[config.mk]
export PLATFORM = sky130hd
export DESIGN_NAME = sdram_init_monitor
export DESIGN_NICKNAME = d
export VERILOG_FILES = /design/src/rtl/sdram_mon_pkg.sv /design/src/rtl/sdram_cmd_decode.sv /design/src/rtl/sdram_init_monitor.sv
export SDC_FILE = /design/constraint.sdc
export NUM_CORES = 1
export LEC_CHECK = 0
export ABC_CLOCK_PERIOD_IN_PS = 2100
export CAP_MARGIN = 20
export CORE_UTILIZATION = 50
export DETAILED_ROUTE_END_ITERATION = 6
export HOLD_SLACK_MARGIN = 0.12
export PLACE_DENSITY_LB_ADDON = 0.25
export SLEW_MARGIN = 10
export SYNTH_ARGS = -nofsm -noshare
export SYNTH_HDL_FRONTEND = slang
export SYNTH_HIERARCHICAL = 1
export SYNTH_SLANG_ARGS = --single-unit
export TNS_END_PERCENT = 100
[constraint.sdc]
create_clock -name sdram_clk -period 2.1 [get_ports sdram_clk]
set_clock_uncertainty 0.1 [all_clocks]
set_input_delay 0.42 -clock sdram_clk [delete_from_list [all_inputs] [get_ports sdram_clk]]
set_output_delay 0.42 -clock sdram_clk [all_outputs]
set_load 0.05 [all_outputs]
[src/rtl/sdram_mon_pkg.sv]
// Shared types for the SDRAM init monitor: decoded commands, FSM states, error causes
// and the counter-width helper.
package sdram_mon_pkg;

  typedef enum logic [2:0] {
    CmdInhibit = 3'd0,
    CmdNop     = 3'd1,
    CmdPre     = 3'd2,
    CmdAref    = 3'd3,
    CmdLmr     = 3'd4,
    CmdOther   = 3'd5
  } cmd_e;

  typedef enum logic [2:0] {
    StIdle = 3'd0,
    StWait = 3'd1,
    StPre  = 3'd2,
    StAref = 3'd3,
    StMrs  = 3'd4,
    StDone = 3'd5,
    StErr  = 3'd6
  } state_e;

  localparam logic [2:0] ErrNone = 3'd0;
  localparam logic [2:0] ErrWait = 3'd1;
  localparam logic [2:0] ErrPre  = 3'd2;
  localparam logic [2:0] ErrAref = 3'd3;
  localparam logic [2:0] ErrMrs  = 3'd4;
  localparam logic [2:0] ErrRef  = 3'd5;

  // Width of a counter that must hold 0..n-1; never narrower than one bit.
  function automatic int unsigned cnt_w(input int unsigned n);
    return (n < 2) ? 1 : $clog2(n);
  endfunction

endpackage

[src/rtl/sdram_cmd_decode.sv]
// Decodes the SDRAM command pins into a command enum; unknown pin values fall out as CmdOther.
module sdram_cmd_decode
  import sdram_mon_pkg::*;
(
  input  logic cs_n,
  input  logic ras_n,
  input  logic cas_n,
  input  logic we_n,
  output cmd_e cmd
);

  always_comb begin
    cmd = CmdOther;
    // An X/Z on cs_n fails this test and then matches no case item below.
    if (cs_n == 1'b1) begin
      cmd = CmdInhibit;
    end else begin
      case ({cs_n, ras_n, cas_n, we_n})
        4'b0111: cmd = CmdNop;
        4'b0010: cmd = CmdPre;
        4'b0001: cmd = CmdAref;
        4'b0000: cmd = CmdLmr;
        default: cmd = CmdOther;
      endcase
    end
  end

endmodule

[src/rtl/sdram_init_monitor.sv]
// Watches the SDRAM power-up command sequence and flags ordering violations.
// Define SDRAM_MON_REF_WDOG_EN to build the post-init refresh-interval watchdog.
module sdram_init_monitor
  import sdram_mon_pkg::*;
#(
  parameter int unsigned INIT_NOP_CYCLES = 10000,
  parameter int unsigned NUM_AREF        = 2,
  parameter int unsigned REF_INTERVAL    = 1560,
  parameter int unsigned ERR_CNT_W       = 8
) (
  input  logic                 sdram_clk,
  input  logic                 sdram_resetn,
  input  logic                 sdram_en,
  input  logic                 sdram_cs_n,
  input  logic                 sdram_ras_n,
  input  logic                 sdram_cas_n,
  input  logic                 sdram_we_n,
  output logic                 init_done,
  output logic                 init_err,
  output logic                 ref_err,
  output logic [2:0]           err_code,
  output logic [ERR_CNT_W-1:0] err_count,
  output logic [2:0]           mon_state
);

  localparam int unsigned WaitW = cnt_w(INIT_NOP_CYCLES);
  localparam int unsigned RefW  = cnt_w(NUM_AREF);

  cmd_e             cmd;
  state_e           state;
  logic             en_q;
  logic             armed;
  logic [WaitW-1:0] wait_cnt;
  logic [RefW-1:0]  ref_cnt;
  logic             idle_cmd;
  logic             en_rise;
  logic             fault;
  logic [2:0]       fault_code;
  logic             ref_fault;

  sdram_cmd_decode u_dec (
    .cs_n  (sdram_cs_n),
    .ras_n (sdram_ras_n),
    .cas_n (sdram_cas_n),
    .we_n  (sdram_we_n),
    .cmd   (cmd)
  );

  assign idle_cmd  = (cmd == CmdInhibit) || (cmd == CmdNop);
  // armed blocks a rise until sdram_en has been seen low after reset release.
  assign en_rise   = sdram_en && !en_q && armed;
  assign mon_state = state;

  always_comb begin
    fault      = 1'b0;
    fault_code = ErrNone;
    if (sdram_en) begin
      case (state)
        StWait: if (!idle_cmd) begin fault = 1'b1; fault_code = ErrWait; end
        StPre:  if (!idle_cmd && cmd != CmdPre) begin fault = 1'b1; fault_code = ErrPre; end
        StAref: if (!idle_cmd && cmd != CmdAref) begin fault = 1'b1; fault_code = ErrAref; end
        StMrs:  if (!idle_cmd && cmd != CmdLmr) begin fault = 1'b1; fault_code = ErrMrs; end
        default: ;
      endcase
    end
  end

`ifdef SDRAM_MON_REF_WDOG_EN
  localparam int unsigned IntW = cnt_w(REF_INTERVAL);
  logic [IntW-1:0] int_cnt;
  logic            ref_err_q;

  assign ref_err   = ref_err_q;
  // A refresh landing on the violation cycle wins.
  assign ref_fault = sdram_en && (state == StDone) && (cmd != CmdAref) &&
                     (int_cnt == IntW'(REF_INTERVAL - 1));
`else
  assign ref_err   = 1'b0;
  assign ref_fault = 1'b0;
`endif

  always_ff @(posedge sdram_clk or negedge sdram_resetn) begin
    if (!sdram_resetn) begin
      state     <= StIdle;
      en_q      <= 1'b0;
      armed     <= 1'b0;
      wait_cnt  <= '0;
      ref_cnt   <= '0;
      init_done <= 1'b0;
      init_err  <= 1'b0;
      err_code  <= ErrNone;
      err_count <= '0;
`ifdef SDRAM_MON_REF_WDOG_EN
      int_cnt   <= '0;
      ref_err_q <= 1'b0;
`endif
    end else begin
      en_q <= sdram_en;
      if (!sdram_en) armed <= 1'b1;

      if (fault || ref_fault) begin
        err_code <= fault ? fault_code : ErrRef;
        if (err_count != {ERR_CNT_W{1'b1}}) err_count <= err_count + ERR_CNT_W'(1);
      end

      if (!sdram_en) begin
        state     <= StIdle;
        wait_cnt  <= '0;
        ref_cnt   <= '0;
        init_done <= 1'b0;
`ifdef SDRAM_MON_REF_WDOG_EN
        int_cnt   <= '0;
`endif
      end else if (fault) begin
        state    <= StErr;
        init_err <= 1'b1;
      end else begin
        case (state)
          StIdle: if (en_rise) state <= StWait;
          StWait: begin
            if (wait_cnt == WaitW'(INIT_NOP_CYCLES - 1)) state <= StPre;
            else wait_cnt <= wait_cnt + WaitW'(1);
          end
          StPre: if (cmd == CmdPre) state <= StAref;
          StAref: begin
            if (cmd == CmdAref) begin
              if (ref_cnt == RefW'(NUM_AREF - 1)) state <= StMrs;
              else ref_cnt <= ref_cnt + RefW'(1);
            end
          end
          StMrs: begin
            if (cmd == CmdLmr) begin
              state     <= StDone;
              init_done <= 1'b1;
            end
          end
          StDone: begin
`ifdef SDRAM_MON_REF_WDOG_EN
            if (cmd == CmdAref) begin
              int_cnt <= '0;
            end else if (ref_fault) begin
              int_cnt   <= '0;
              ref_err_q <= 1'b1;
            end else begin
              int_cnt <= int_cnt + IntW'(1);
            end
`endif
          end
          default: ;
        endcase
      end
    end
  end

endmodule

Word-level counts from Yosys, hierarchy flattened
Index checks and enable logic that the tools add are counted.

Flip-flop bits (word level): 33. Input bits: 7. Output and inout port bits: 17. Logic and storage cells: 95.

Add/subtract/negate cells: 3. Eq/ne operators: 30. Multiplexer cells: 36. Reduce and logical (&&, ||, !) cells: 17.

Operators by type and width (number): 14-bit 2-to-1 mux (4); 3-bit 2-to-1 mux (11); 4-bit inequality test (second input constant) (6); 3-bit case mux with 4 select lines (2); 1-bit 2-to-1 mux (15); 3-bit case mux with 5 select lines (1); 14-bit by 1-bit adder with 14-bit output (second input constant) (1); 14-bit equality test (second input constant) (1); 3-bit by 2-bit equality test with 1-bit output (second input constant) (4); 2-bit by 1-bit inequality test with 1-bit output (second input constant) (5); 3-bit AND reduction (3); 8-bit by 1-bit adder with 8-bit output (second input constant) (1); 8-bit inequality test (second input constant) (1); 7-bit by 1-bit inequality test with 1-bit output (second input constant) (1); 7-bit AND reduction (1); 3-bit by 1-bit equality test with 1-bit output (second input constant) (2); 3-bit equality test (second input constant) (2); 3-bit zero test (2); 3-bit by 2-bit inequality test with 1-bit output (second input constant) (2); 1-bit logical AND (5); 4-bit by 1-bit equality test with 1-bit output (second input constant) (1); 4-bit by 2-bit equality test with 1-bit output (second input constant) (1); 4-bit by 3-bit equality test with 1-bit output (second input constant) (1); 4-bit zero test (1); 8 further kinds (12).

Logic depth before layout (Yosys ltp)
Depth in word-level cells: 12. Depth in mapped cells: 9.

By module
The synthesis kept the hierarchy.

Modules (own cells, without submodules): sdram_init_monitor (instances 1, cells each 205, area each 1896.8 um^2, sequential area each 825.8 um^2); sdram_cmd_decode (instances 1, cells each 7, area each 45.0 um^2, sequential area each 0.0 um^2).

Least setup slack after synthesis
Ideal clock, no wire load.

Path type: input-to-reg. From: input sdram_we_n. To: register err_count[7]. Library setup time: 142 ps. Arrival time: 2146 ps. Data required time: 1858 ps. Setup slack: -288 ps. Stages on the path: 9. Buffers on the path: 2. Path through: xnor2_1 > nor3_1 > nor2_1 > a211o_1 > a211oi_4 > buf_6 > buf_6 > nand4_1 > xnor2_1.

Word-level cells in the longest chain between the ends: 11.

Ends and longest elaborated chain: from (decl) (line sdram_init_monitor.sv:17) `input logic sdram_we_n,`; 4-bit by 1-bit equality test with 1-bit output, or another cell as far along (line sdram_cmd_decode.sv:18) `case ({cs_n, ras_n, cas_n, we_n})`; 3-bit case mux with 4 select lines (*) (line sdram_cmd_decode.sv:18); 3-bit 2-to-1 mux (*) (line sdram_cmd_decode.sv:15) `if (cs_n == 1'b1) begin`; named net cmd[1] (line sdram_init_monitor.sv:29) `cmd_e cmd;`; 3-bit by 1-bit equality test with 1-bit output / 3-bit zero test (equally long branches) (line sdram_init_monitor.sv:49) `assign idle_cmd = (cmd == CmdInhibit) || (cmd == CmdNop);`; 1-bit logical OR (line sdram_init_monitor.sv:49); 1-bit zero test (line sdram_init_monitor.sv:60, sdram_init_monitor.sv:61, sdram_init_monitor.sv:62); 1-bit logical AND (on tied branches) (line sdram_init_monitor.sv:62, sdram_init_monitor.sv:60, sdram_init_monitor.sv:61); 1-bit 2-to-1 mux (on tied branches) (line sdram_init_monitor.sv:62, sdram_init_monitor.sv:60, sdram_init_monitor.sv:61); 1-bit case mux with 4 select lines (*) (line sdram_init_monitor.sv:58) `case (state)`; 1-bit 2-to-1 mux (*) (line sdram_init_monitor.sv:57) `if (sdram_en) begin`; 2-bit AND reduction (no source line) (*); to (signal assigned) (line sdram_init_monitor.sv:103) `if (err_count != {ERR_CNT_W{1'b1}}) err_count <= err_count + ERR_CNT_W'(1);`; to (decl) (line sdram_init_monitor.sv:22) `output logic [ERR_CNT_W-1:0] err_count,`.

The timed path passes the listed nets; every way through them passes the cells marked *. A chain may end at the register's enable or synchronous reset.

Worst setup path after layout
From: input sdram_we_n. To: register err_count[1].

The elaborated chain is that of the path after synthesis.

==> flow_metrics.env <==
export IMPL_cp_max_fo=4
export IMPL_wl_per_cell_um=15.42
export IMPL_worst_hold_startpoint="armed$_DFFE_PN0N_"
export IMPL_track_usage=0.2473
export IMPL_critical_path_max_stage_delay_ns=0.34
export IMPL_period_minus_slack_ns=2.068
export IMPL_vias=1857
export IMPL_regArea_um2=829.5
export IMPL_drive_gt1_frac=0.3160
export IMPL_yosys_warnings=6
export IMPL_cp_start_kind="primary input"
export IMPL_p_leak_uw=0.001102
export IMPL_cts_tree="built"
export IMPL_dpl_cell_count=305
export IMPL_setup_viol=0
export IMPL_peakVddDrop_v=0.0008659
export IMPL_synth_area_mm2=0.001942
export IMPL_endpoint_kind="flop"
export IMPL_firstDrtPassIters=5
export IMPL_p_per_area_mw_per_mm2=932.4
export IMPL_multi_input_area_mm2=0.001199
export IMPL_worstSkewPairLatency_ns=0.28
export IMPL_fillCellCount=268
export IMPL_path_common_cell="nor2_1"
export IMPL_finalSetupTns_ns=0
export IMPL_max_freq_mhz=483.7
export IMPL_core_rowCount=22
export IMPL_pin_count=24
export IMPL_antenna_found_initial=0
export IMPL_antennaDiodeCount=0
export IMPL_dr_wl_met2_mm=2.433
export IMPL_die_w_um=64.32
export IMPL_wl_met1_mm=2.173
export IMPL_antenna_left=0
export IMPL_cp_required_ns=2.17
export IMPL_top_layer="met4"
export IMPL_io_buffers=22
export IMPL_detailed_place_hpwl_mm=3.240
export IMPL_area_growth_pct=40.14
export IMPL_wl_met3_um=236
export IMPL_hold_end="armed$_DFFE_PN0N_"
export IMPL_clockRootBuffer="clkbuf_8"
export IMPL_synthDistinctLibCells=45
export IMPL_wirelength_mm=4.889
export IMPL_grt_pass1_wl_mm=7.824
export IMPL_rr_worst_depth=6
export IMPL_drc=0
export IMPL_grt_start_max_net_pins=34
export IMPL_avgSynthCellArea_um2=9.160
export IMPL_rr_endpoint="wait_cnt[10]$_DFFE_PN0P_"
export IMPL_cts_reportedPaths_clkPinSlew_ns=0.07
export IMPL_grt_setup_unrepaired="yes"
export IMPL_grt_overflow=0
export IMPL_slowest_stage="a211o_1"
export IMPL_finalHoldViolations=0
export IMPL_vias_per_cell=5.858
export IMPL_ff2ff_setup_slack_ns=0.04
export IMPL_gp_congestion=0.8667
export IMPL_slew_viol_final=0
export IMPL_syn_num_nets=221
export IMPL_hp_class="reg2reg"
export IMPL_drt_iter0_drc=122
export IMPL_status="complete, no violations"
export IMPL_die_area_mm2=0.004137
export IMPL_cts_hold_buf=0
export IMPL_crit_arrival_ns=2.14
export IMPL_reg2reg_from="mon_state[1]$_DFFE_PN0P_"
export IMPL_tightest_slew_ns=0.5047
export IMPL_fin_util=0.7378
export IMPL_relSlewSlack=0.6625
export IMPL_htreeDepth=2
export IMPL_power_uw=2537
export IMPL_period_share=0.9845
export IMPL_cts_buffers=5
export IMPL_yosys_register_bits=33
export IMPL_max_cap_violations=0
export IMPL_yosysSeqAreaShare=0.4253
export IMPL_whs_path_depth=1
export IMPL_ys_flop_type="dfrtp_1"
export IMPL_crit_chain="buf_2, nor2_1, nor2_2, buf_4, nor2_1, a211o_1, a211oi_4, and2_4, mux2_4"
export IMPL_dieHeight_um=64.32
export IMPL_core_area_mm2=0.003689
export IMPL_synth_edff_count=0
export IMPL_nNetsFinal=277
export IMPL_final_cells=317
export IMPL_async_reset_ff_frac=1.000
export IMPL_numClockSinks=33
export IMPL_clk_path_buf_depth=2
export IMPL_criticalPathCategory="in2reg"
export IMPL_start_util=0.5265
export IMPL_synth_cells=212
export IMPL_grt_pass1_vias=1683
cell usage after synthesis (all sizes together) (2+ instances only):
library cell | count | area share
nand2b | 5 | 0.016
a22oi | 2 | 0.0077
nand2 | 15 | 0.029
or2 | 2 | 0.0064
dfrtp | 33 | 0.43
inv | 8 | 0.015
nor4b | 2 | 0.0090
nand3 | 13 | 0.034
clkbuf | 4 | 0.0077
nor2 | 16 | 0.032
a21oi | 20 | 0.052
nand4 | 5 | 0.016
o21ai | 7 | 0.018
nor3 | 4 | 0.013
buf | 7 | 0.029
and3 | 6 | 0.019
or4 | 8 | 0.031
nand3b | 3 | 0.012
mux2i | 4 | 0.021
xor2 | 2 | 0.0090
o2bb2ai | 3 | 0.014
xnor2 | 10 | 0.045
a211oi | 3 | 0.018
nor2b | 2 | 0.0064
nor3b | 2 | 0.0077
nor4 | 4 | 0.013
o31ai | 9 | 0.035
ha | 2 | 0.013
metrics by stage:
step                setup WS (ns)  hold WS [ns]  cell area (um2)
finish                    0.03248        0.3713             2721
global route             -0.04414        0.3870             2721
global placement          -0.7397        0.3551             2457
detailed placement        -0.7772        0.3581             2457
CTS                      0.003666        0.3778             2615
floorplan                 -0.1860       0.02441             1988
sequential cells by signal (all words and copies together), names as in the netlist:
| signal | count |
|---|---|
| ref_cnt | 1 |
| err_count | 8 |
| wait_cnt | 14 |
| mon_state | 3 |
| init_err | 1 |
| armed | 1 |
| init_done | 1 |
| en_q | 1 |
| err_code | 3 |
per-layer routing:
layer / GRT usage / vias to the layer above
li1: - / 888
met1: 0.3379 / 910
met2: 0.3868 / 53
met3: 0.05893 / 6
met4: 0.07222 / 0
met5: 0 / -
where the power goes:
| part | internal (uW) | switching (uW) |
|---|---|---|
| registers | 714 | 94.4 |
| logic | 532 | 734 |
| clock network | 230 | 234 |
| total | 1480 | 1060 |
cells in the final DEF (no fill, tap or decap), drive strengths merged, types with 2 or more instances in the layout:
master | netlist | layout
clkbuf | 4 | 7
a211oi | 3 | 3
buf | 7 | 44
inv | 8 | 8
or2 | 2 | 2
a22oi | 2 | 2
nand4 | 5 | 5
nor3b | 2 | 2
ha | 2 | 2
nand2b | 5 | 5
nor4 | 4 | 4
or4 | 8 | 8
nor2 | 16 | 16
o31ai | 9 | 9
mux2i | 4 | 4
nand3 | 13 | 13
clkdlybuf4s50 | 0 | 14
and3 | 6 | 6
o21ai | 7 | 7
nor3 | 4 | 4
nor4b | 2 | 2
dfrtp | 33 | 33
a21oi | 20 | 20
o2bb2ai | 3 | 3
nand3b | 3 | 3
clkinv | 0 | 2
nor2b | 2 | 2
xor2 | 2 | 2
nand2 | 15 | 15
xnor2 | 10 | 10
what timing repair did:
item | CTS | global route
pin swaps | 8 | 10
setup buffers | 3 | 2
resized for setup | 31 | 22
endpoints found under the setup margin | 30 | 29
endpoints found under the hold margin | 0 | 0
cell type report:
cell class	count	area share
tap	48	0.02207
sequential	33	0.3048
clock buffer	6	0.02667
clock inverter	2	0.003678
timing repair buffer	60	0.1913
inverter	8	0.01103
multi-input combinational	160	0.4405
how the worst max path moves through the flow:
stage                                          end         from  slack (ns)  depth (start not counted)
after global routing      err_count[1]$_DFFE_PN0P_   sdram_we_n       -0.04                          8
after floorplan           err_count[7]$_DFFE_PN0P_  sdram_ras_n       -0.19                          9
after CTS                 err_count[7]$_DFFE_PN0P_  sdram_cas_n       0.004                         10
final                     err_count[1]$_DFFE_PN0P_   sdram_we_n        0.03                          9
after global placement    wait_cnt[10]$_DFFE_PN0P_  sdram_ras_n       -0.74                          9
after detailed placement  wait_cnt[10]$_DFFE_PN0P_  sdram_ras_n       -0.78                          9
cell families after synthesis:
kind of cell / Yosys count / share of synthesized area
buffers and inverters: 19 / 0.05219
flip-flops: 33 / 0.4253
multiplexers: 5 / 0.02642
other: 1 / 0.001931
adder cells (fa/ha/maj): 2 / 0.01288
XOR/XNOR: 12 / 0.05412
AO/OA/AOI/OAI: 49 / 0.1669
AND/OR/NAND/NOR: 91 / 0.2603
critical path: cells and delay by family:
kind,cells,cell delay (ns)
multiplexers,1,0.29
buffers and inverters,2,0.32
AND/OR/NAND/NOR,4,0.47
AO/OA/AOI/OAI,2,0.62
(Power assumes the default switching activity.)
